$ cat src/rtl/ctrl_bubble_stage_pkg.sv
// Shared definitions for the ID/EX control bubble stage.
package ctrl_bubble_stage_pkg;

    // Stage state: normal flow, or draining a multi-cycle stall.
    typedef enum logic [0:0] {
        RUN   = 1'b0,
        STALL = 1'b1
    } state_t;

    // Bit positions inside the 8-bit control bundle.
    localparam int unsigned ALUOP_HI    = 7;
    localparam int unsigned ALUOP_LO    = 6;
    localparam int unsigned BRANCH_BIT  = 5;
    localparam int unsigned MEMREAD_BIT = 4;
    localparam int unsigned MEMTOREG_BIT = 3;
    localparam int unsigned MEMWRITE_BIT = 2;
    localparam int unsigned ALUSRC_BIT  = 1;
    localparam int unsigned REGWRITE_BIT = 0;

    localparam int unsigned MAX_STALL_DEFAULT = 3;

    // Effective bubble count for a stall request: 0 means 1, long requests clamp.
    function automatic logic [3:0] effLen(input logic [3:0] len, input int unsigned maxStall);
        if (len == 4'd0) begin
            return 4'd1;
        end
        if (32'(len) > maxStall) begin
            return 4'(maxStall);
        end
        return len;
    endfunction

endpackage

$ cat src/rtl/ctrl_bubble_stage_if.sv
// Control/hazard bundle between the ID stage logic and the bubble stage.
interface ctrl_bubble_stage_if #(
    parameter int unsigned CTRL_W = 8,
    parameter int unsigned CNT_W  = 16
);
    logic [CTRL_W-1:0] ctrl_in;
    logic              valid_in;
    logic              hazard;
    logic              stall_req;
    logic [3:0]        stall_len;
    logic              flush;
    logic              hold;
    logic [CTRL_W-1:0] ctrl_out;
    logic              valid_out;
    logic              pc_write;
    logic              ifid_write;
    logic              busy;
    logic [CNT_W-1:0]  bubble_cnt;

    modport master (
        output ctrl_in, valid_in, hazard, stall_req, stall_len, flush, hold,
        input  ctrl_out, valid_out, pc_write, ifid_write, busy, bubble_cnt
    );

    modport slave (
        input  ctrl_in, valid_in, hazard, stall_req, stall_len, flush, hold,
        output ctrl_out, valid_out, pc_write, ifid_write, busy, bubble_cnt
    );
endinterface

$ cat src/rtl/bubble_counter.sv
// Saturating up-counter of inserted bubbles, with synchronous clear.
module bubble_counter #(
    parameter int unsigned CNT_W = 16
) (
    input  logic             clk,
    input  logic             clr,
    input  logic             en,
    output logic [CNT_W-1:0] cnt
);

    // Count up on enable, sticking at the all-ones value.
    always_ff @(posedge clk) begin
        if (clr) begin
            cnt <= '0;
        end else if (en && (cnt != '1)) begin
            cnt <= cnt + CNT_W'(1);
        end
    end

endmodule

$ cat src/rtl/ctrl_bubble_stage.sv
// ID/EX control register that inserts bubbles for hazards, stalls and flushes.
module ctrl_bubble_stage
    import ctrl_bubble_stage_pkg::*;
#(
    parameter int unsigned CTRL_W    = 8,
    parameter int unsigned MAX_STALL = MAX_STALL_DEFAULT,
    parameter int unsigned CNT_W     = 16
) (
    input logic                clk,
    input logic                reset,
    ctrl_bubble_stage_if.slave bus
);

    state_t            stateQ, stateD;
    logic [3:0]        remQ, remD;
    logic [3:0]        effL;
    logic              bubble;
    logic              advance;
    logic              pcWrite;
    logic [CTRL_W-1:0] ctrlOutQ;
    logic              validOutQ;
    logic [CNT_W-1:0]  bubbleCnt;

    assign effL = effLen(bus.stall_len, MAX_STALL);

    // Next state and bubble decision; priority flush > hold > STALL drain > stall_req > hazard.
    always_comb begin
        stateD  = stateQ;
        remD    = remQ;
        bubble  = 1'b0;
        advance = 1'b1;
        pcWrite = 1'b1;
        if (bus.flush) begin
            // Flush kills the instruction in ID but lets fetch redirect proceed.
            bubble = 1'b1;
            remD   = 4'd0;
            stateD = RUN;
        end else if (bus.hold) begin
            advance = 1'b0;
            pcWrite = 1'b0;
        end else if (stateQ == STALL) begin
            // Requests arriving while draining are dropped, not queued.
            bubble  = 1'b1;
            pcWrite = 1'b0;
            if (remQ <= 4'd1) begin
                remD   = 4'd0;
                stateD = RUN;
            end else begin
                remD = remQ - 4'd1;
            end
        end else if (bus.stall_req) begin
            bubble  = 1'b1;
            pcWrite = 1'b0;
            if (effL > 4'd1) begin
                remD   = effL - 4'd1;
                stateD = STALL;
            end
        end else if (bus.hazard) begin
            bubble  = 1'b1;
            pcWrite = 1'b0;
        end
    end

    // State and pipeline register; reset wins over everything.
    always_ff @(posedge clk) begin
        if (reset) begin
            stateQ    <= RUN;
            remQ      <= 4'd0;
            ctrlOutQ  <= '0;
            validOutQ <= 1'b0;
        end else begin
            stateQ <= stateD;
            remQ   <= remD;
            if (advance) begin
                ctrlOutQ  <= bubble ? '0 : bus.ctrl_in;
                validOutQ <= bubble ? 1'b0 : bus.valid_in;
            end
        end
    end

    bubble_counter #(
        .CNT_W(CNT_W)
    ) bubbleCounter (
        .clk(clk),
        .clr(reset),
        .en (bubble),
        .cnt(bubbleCnt)
    );

    assign bus.ctrl_out   = ctrlOutQ;
    assign bus.valid_out  = validOutQ;
    assign bus.pc_write   = pcWrite;
    assign bus.ifid_write = pcWrite;
    assign bus.busy       = (stateQ == STALL);
    assign bus.bubble_cnt = bubbleCnt;

endmodule
$ cat src/flat_wrapper.sv
// flat-port wrapper written by rule: the top's interface ports become plain ports
module ctrl_bubble_stage_flat import ctrl_bubble_stage_pkg::*;
#(
    parameter int unsigned CTRL_W    = 8,
    parameter int unsigned MAX_STALL = MAX_STALL_DEFAULT,
    parameter int unsigned CNT_W     = 16
)
  (clk, reset, bus_ctrl_in, bus_valid_in, bus_hazard, bus_stall_req, bus_stall_len, bus_flush, bus_hold, bus_ctrl_out, bus_valid_out, bus_pc_write, bus_ifid_write, bus_busy, bus_bubble_cnt);
  ctrl_bubble_stage_if #(.CTRL_W(CTRL_W), .CNT_W(CNT_W)) bus_i ();
  input logic clk;
  input logic reset;
  input wire logic [$bits(bus_i.ctrl_in)-1:0] bus_ctrl_in;
  input wire logic [$bits(bus_i.valid_in)-1:0] bus_valid_in;
  input wire logic [$bits(bus_i.hazard)-1:0] bus_hazard;
  input wire logic [$bits(bus_i.stall_req)-1:0] bus_stall_req;
  input wire logic [$bits(bus_i.stall_len)-1:0] bus_stall_len;
  input wire logic [$bits(bus_i.flush)-1:0] bus_flush;
  input wire logic [$bits(bus_i.hold)-1:0] bus_hold;
  output wire logic [$bits(bus_i.ctrl_out)-1:0] bus_ctrl_out;
  output wire logic [$bits(bus_i.valid_out)-1:0] bus_valid_out;
  output wire logic [$bits(bus_i.pc_write)-1:0] bus_pc_write;
  output wire logic [$bits(bus_i.ifid_write)-1:0] bus_ifid_write;
  output wire logic [$bits(bus_i.busy)-1:0] bus_busy;
  output wire logic [$bits(bus_i.bubble_cnt)-1:0] bus_bubble_cnt;
  assign bus_i.ctrl_in = bus_ctrl_in;
  assign bus_i.valid_in = bus_valid_in;
  assign bus_i.hazard = bus_hazard;
  assign bus_i.stall_req = bus_stall_req;
  assign bus_i.stall_len = bus_stall_len;
  assign bus_i.flush = bus_flush;
  assign bus_i.hold = bus_hold;
  assign bus_ctrl_out = bus_i.ctrl_out;
  assign bus_valid_out = bus_i.valid_out;
  assign bus_pc_write = bus_i.pc_write;
  assign bus_ifid_write = bus_i.ifid_write;
  assign bus_busy = bus_i.busy;
  assign bus_bubble_cnt = bus_i.bubble_cnt;
  ctrl_bubble_stage #(.CTRL_W(CTRL_W), .MAX_STALL(MAX_STALL), .CNT_W(CNT_W)) u_core (.clk(clk), .reset(reset), .bus(bus_i));
endmodule
$ cat config.mk
export PLATFORM = sky130hd
export DESIGN_NAME = ctrl_bubble_stage_flat
export DESIGN_NICKNAME = d
export VERILOG_FILES = /design/src/rtl/ctrl_bubble_stage_pkg.sv /design/src/rtl/ctrl_bubble_stage_if.sv /design/src/rtl/bubble_counter.sv /design/src/rtl/ctrl_bubble_stage.sv /design/src/flat_wrapper.sv
export SDC_FILE = /design/constraint.sdc
export NUM_CORES = 1
export LEC_CHECK = 0
export ABC_AREA = 1
export ABC_CLOCK_PERIOD_IN_PS = 1350
export BUFFER_PORTS_ARGS = -buffer_cell sky130_fd_sc_hd__buf_2
export CAP_MARGIN = 30
export CORE_UTILIZATION = 46
export DETAILED_ROUTE_END_ITERATION = 7
export PLACE_DENSITY_LB_ADDON = 0.25
export SYNTH_ARGS = -nofsm -noshare
export SYNTH_HDL_FRONTEND = slang
export SYNTH_SLANG_ARGS = --single-unit
$ cat constraint.sdc
create_clock -name clk -period 1.35 [get_ports clk]
set_input_delay 0.0675 -clock clk [delete_from_list [all_inputs] [get_ports clk]]
set_output_delay 0.0675 -clock clk [all_outputs]
set_load 0.005 [all_outputs]
==> flow_summary.toml, run 1 <==
[logic_synthesis]
ys_types = 26
synthTopCellsByArea = "dfxtp_1, nand2_1, nor2_1, nand3_1, a21oi_2"
netlist_area_um2 = 1650
synth_seq_cells = 30
seq_area_frac_synth_pct = 36.4
syn_inst = 239
yosysMostFrequentCell = "nand2_1"
yosys_warnings = 0
synthTopCellsByCount = "nand2_1, dfxtp_1, nor2_1"
yosysTopAreaCellShare_pct = 36.4
synthesis.nets = 262
async_flop_share_pct = 0
yosys.area.top_type = "dfxtp_1"
synth_enable_flop_cells = 0
synth.avg_cell_area_um2 = 6.91
ys.flop_type = "dfxtp_1"

[drt]
wl_per_cell_um = 11.5
viasPerCell = 4.87
drt-total-wl_um = 4370
via_count = 1854
drtIter0Drc = 85
ant_nets = 0
drc = 0
firstDrtPassIters = 4

[worst_setup_path]
crit_chain = "ha_4, nand2_2, nor2_4, nand2_4, o21ai_4, buf_6, nand2_1, a21oi_2"
cp_num_buf_inv = 1
worstPathArrival_ns = 1.61
critPathKind = "flip-flop to flip-flop"
slowest_delay_ns = 0.37
cpMaxStageDelayCell = "dfxtp_4"
crit_fanout = 7
path_delay_family = "flip-flops"
endpoint_kind = "flip-flop"
required_ns = 1.62
startpoint_type = "flip-flop"

[flow_run]
cap_viol_max_count = 0

[sta]
max-slew-margin-rel_pct = 75.0
final_hold_viol_count = 0
period_needed_ns = 1.34
maxSlewViolCount = 0
max_freq_ghz = 0.747
tightest_slew_ns = 0.375
setup_tns_ns = 0
rsz0062_at_grt = "yes"
setup_viol_count_final = 0
fin_crit_sh_pct = 99.2
finalClockSkew_ns = 0.00570

[die]
die_h_um = 61.9
core_um2 = 3390
ios = 47
rows = 21
die_w_um = 61.9
initial_core_util_pct = 48.7
dieArea_um2 = 3830

[cts]
clk_pin_slew_ns = 0.11
clock-sinks = 30
cts_buffers = 5
clock_path_buffers = 2
h-tree-depth = 2
cts_tree = "done"
clk_latency_ns = 0.34
clockRootBuffer = "clkbuf_4"

[global_route]
grt_max_degree = 15
antenna_found_initial = 0
overflow = 0
grt_pass1_wl_um = 6690
grt_usage_pct = 23.8
grt_pass1_vias = 1643

[power_and_ir_drop]
power_density_nw_per_um2 = 739
vdd_ir_drop_max_uv = 667
p_total_w = 0.00183
power_leakage_nw = 1.11

[cells_and_area]
antenna_cells = 0
drive_gt1_share_pct = 42.4
final_nets = 357
area_growth_pct = 50.0
postLayoutCellArea_um2 = 2480

[outcome]
status = "completed"

[worst_hold_path]
hold_path_class = "primary input to flip-flop"

[placement]
numPortBuffers = 46
placed_cell_area_um2 = 2220
gp_congestion = 0.859
dp_hpwl_um = 3030
[power by group]
part	switching [W]	total [W]	leakage, nW	internal (W)
Combinational	0.000156	0.000305	0.830	0.000148
Sequential	0.0000166	0.000925	0.247	0.000908
Clock	0.000349	0.000599	0.0343	0.000250
Total	0.000522	0.00183	1.11	0.00131
[timing repair]
action	in CTS	in global routing
gates resized for setup	4	30
endpoints found under the setup margin	20	28
buffers inserted	1	1
pin swaps	1	3
hold buffers	9	0
hold endpoints to repair	9	0
[worst min-delay path, delay by kind of cell]
kind	cells	cell delay (ns)
compound gates	2	0.12
buf+inv	1	0.11
simple gates	1	0.09
[cells by family (layout without fill, tap and decap cells)]
group	count (synthesis)	after routing	synth area share, %
xor+xnor	7	7	3.72
flops	30	30	36.4
fa+ha+maj	4	4	3.03
buf+inv	29	125	7.73
compound gates	36	36	13.9
simple gates	133	133	35.3
[registers in the layout, summed over array words and instances, names as in the netlist]
signal                    flops
u_core.bus.busy               1
u_core.bubbleCounter.cnt     16
u_core.bus.valid_out          1
u_core.bus.ctrl_out           8
u_core.remQ                   4
[layout by cell type, fill, tap and decap left out, types with 4 or more instances in the layout]
cell type,n
a21oi_1,14
a21oi_2,12
buf_2,46
buf_4,36
clkbuf_4,5
dfxtp_1,24
dfxtp_2,4
dlygate4sd3_1,9
inv_1,21
nand2_1,62
nand2_2,8
nand3_1,18
nand4_1,6
nor2_1,19
nor2_2,7
nor2_4,6
xor2_1,5
[layer usage]
layer / wire length (µm) / up-vias / global-route usage (%)
met4: 71 / 0 / 9.84
met3: 146 / 10 / 6.42
met1: 1940 / 839 / 27.3
met5: 0 / - / 0
li1: - / 964 / -
met2: 2220 / 41 / 41.6
[worst paths after layout]
kind | startpoint | to | slack, ns | depth (start not counted)
worst max-delay path | u_core.bubbleCounter.cnt[1] | u_core.bubbleCounter.cnt[14] | 0.01 | 8
worst max register to register | u_core.bubbleCounter.cnt[1] | u_core.bubbleCounter.cnt[14] | 0.01 | 8
worst min register to register | u_core.bus.ctrl_out[4] | u_core.bus.ctrl_out[4] | 0.49 | 2
worst min-delay path | bus_flush | u_core.remQ[1] | 0.09 | 4
[stage by stage]
step / cells / utilization, % / hold WS, ns / worst slack, ns
after floorplan: 239 / - / 0.137 / 0.00839
after global placement: 362 / 65.6 / 0.321 / 0.000148
after detailed placement: 362 / 65.6 / 0.326 / -0.0204
after CTS: 380 / 70.4 / 0.0846 / 0.00298
after global routing: 381 / 73.1 / 0.103 / -0.0500
final: 381 / 73.1 / 0.0905 / 0.0114
[final cells by class]
class,count,area [µm²]
inverters,23,86.3
clock buffers,6,51.3
repair buffers,94,633
well taps,46,57.6
multi-input cells,180,1020
clock inverters,2,12.5
fillers,273,913
flip-flops and latches,30,613
No activity file was read; power rests on OpenSTA's default activity.
==> run 2: changes to the inputs <==
==> constraint.sdc (replaced) <==
create_clock -name clk -period 1.35 [get_ports clk]
set_input_delay 0.0675 -clock clk [delete_from_list [all_inputs] [get_ports clk]]
set_output_delay 0.0675 -clock clk [all_outputs]
set_load 0.01 [all_outputs]
==> flow_summary.toml, run 2 (synthesis gave the netlist of run 1 again) <==
[outcome]
status = "finished with violations"
violations = "negative setup slack"

[placement]
gp_congestion = 0.870
pre_cts_ws_ns = -0.111
numPortBuffers = 46
dp_hpwl_um = 2940
placed_cell_area_um2 = 2190

[die]
die_w_um = 61.9
die_h_um = 61.9
dieArea_um2 = 3830
core_um2 = 3390
rows = 21
ios = 47
initial_core_util_pct = 48.7

[sta]
max_freq_ghz = 0.722
worst_slack_ns = -0.0355
tightest_slew_ns = 0.375
fin_crit_sh_pct = 103
period_needed_ns = 1.39
setup_viol_count_final = 15
rsz0062_at_grt = "yes"
setup_tns_ns = -0.305
max-slew-margin-rel_pct = 75.0
final_hold_viol_count = 0
finalClockSkew_ns = 0.00840
maxSlewViolCount = 0

[drt]
drt-total-wl_um = 4590
viasPerCell = 4.97
via_count = 1892
firstDrtPassIters = 4
drtIter0Drc = 57
wl_per_cell_um = 12.0
drc = 0
ant_nets = 0

[cts]
cts_buffers = 5
clk_pin_slew_ns = 0.10
clockRootBuffer = "clkbuf_4"
h-tree-depth = 2
clock-sinks = 30
clk_latency_ns = 0.33
cts_tree = "done"
clock_path_buffers = 2

[worst_setup_path]
reg2reg_slack_ns = -0.04
reg2reg_from = "u_core.bubbleCounter.cnt[0]"
crit_chain = "ha_4, nand2_4, nor2_4, nand2_4, nor2_4, nor2_4, buf_6, nand2_1, a21oi_2"
cpMaxStageDelayCell = "dfxtp_4"
slowest_delay_ns = 0.37
reg2reg_to = "u_core.bubbleCounter.cnt[9]"
worstPathArrival_ns = 1.61
crit_path_frequent_cell = "nor2_4"
endpoint_kind = "flip-flop"
critPathKind = "flip-flop to flip-flop"
reg2reg_depth = 9
required_ns = 1.57
crit_fanout = 7
startpoint_type = "flip-flop"

[worst_hold_path]
holdPathStages = 3
worstHoldEndpoint = "u_core.bus.busy"
hold_path_class = "primary input to flip-flop"
hold_start = "bus_flush"

[cells_and_area]
layout_common_cells = "nand2_1, buf_2, buf_4"
top_register = "u_core.bubbleCounter.cnt"
postLayoutCellArea_um2 = 2570
largest_reg_flops = 16
fill_cells = 268
drive_gt1_share_pct = 50.7
final_nets = 357
area_growth_pct = 55.8
layout_commonest_cell = "nand2_1"
antenna_cells = 0

[power_and_ir_drop]
power_leakage_nw = 1.15
power_density_nw_per_um2 = 717
vdd_ir_drop_max_uv = 496

[global_route]
antenna_found_initial = 0
grt_usage_pct = 24.2
overflow = 0
grt_pass1_wl_um = 6760
grt_max_degree = 15
grt_pass1_vias = 1682

[flow_run]
cap_viol_max_count = 0
## run 2: cell counts in the layout (fill, tap and decap cells not counted)
Identical to the previous run, type by type.
## run 2: how the worst max path moves through the flow
stage                                         endpoint                          from  cells after the start  slack [ns]
after floorplan           u_core.bubbleCounter.cnt[10]   u_core.bubbleCounter.cnt[1]                      9      -0.003
after global placement    u_core.bubbleCounter.cnt[15]   u_core.bubbleCounter.cnt[1]                      9       -0.05
after detailed placement  u_core.bubbleCounter.cnt[13]   u_core.bubbleCounter.cnt[1]                      9       -0.11
after CTS                  u_core.bubbleCounter.cnt[0]  u_core.bubbleCounter.cnt[13]                      8       0.005
after global routing      u_core.bubbleCounter.cnt[13]   u_core.bubbleCounter.cnt[0]                     10       -0.10
final                      u_core.bubbleCounter.cnt[9]   u_core.bubbleCounter.cnt[0]                      9       -0.04
## run 2: per-layer routing
layer	global-route usage (%)	share of wire, %	vias up
li1	-	-	964
met1	26.4	40	876
met2	44.4	54	47
met3	6.42	4.8	5
met4	9.84	0.91	0
met5	0	0	-
## run 2: layout make-up
class	count	area [µm²]	area share, %
clock inverters	2	12.5	0.487
well taps	46	57.6	2.24
inverters	23	86.3	3.36
clock buffers	6	51.3	2.00
multi-input cells	180	1110	43.1
repair buffers	94	636	24.7
flip-flops and latches	30	621	24.1
## run 2: metrics by stage
stage          power (W)  util (%)  hold WS, ns  cells
3_5_place_dp     0.00120      64.5        0.323    358
3_3_place_gp     0.00119      64.5        0.320    358
5_1_grt          0.00193      75.9        0.104    381
6_report         0.00184      75.9       0.0977    381
4_1_cts          0.00181      70.3       0.0780    380
2_1_floorplan    0.00109         -        0.137    239
## run 2: repair_timing
item,4_1_cts,5_1_grt
pin swaps,2,13
buffers inserted,5,1
resized for setup,4,59
setup endpoints to repair,17,31
endpoints found under the hold margin,9,0
hold buffers,9,0
## run 2: worst max-delay path: cells and delay by family (launching register included)
kind,cells,cell delay [ns]
compound gates,1,0.05
buf+inv,1,0.15
simple gates,6,0.54
fa+ha+maj,1,0.16
flops,1,0.37
## run 2: report_power, final
part	internal [W]	switching [W]
Sequential	0.000909	0.0000172
Clock	0.000250	0.000332
Combinational	0.000156	0.000181
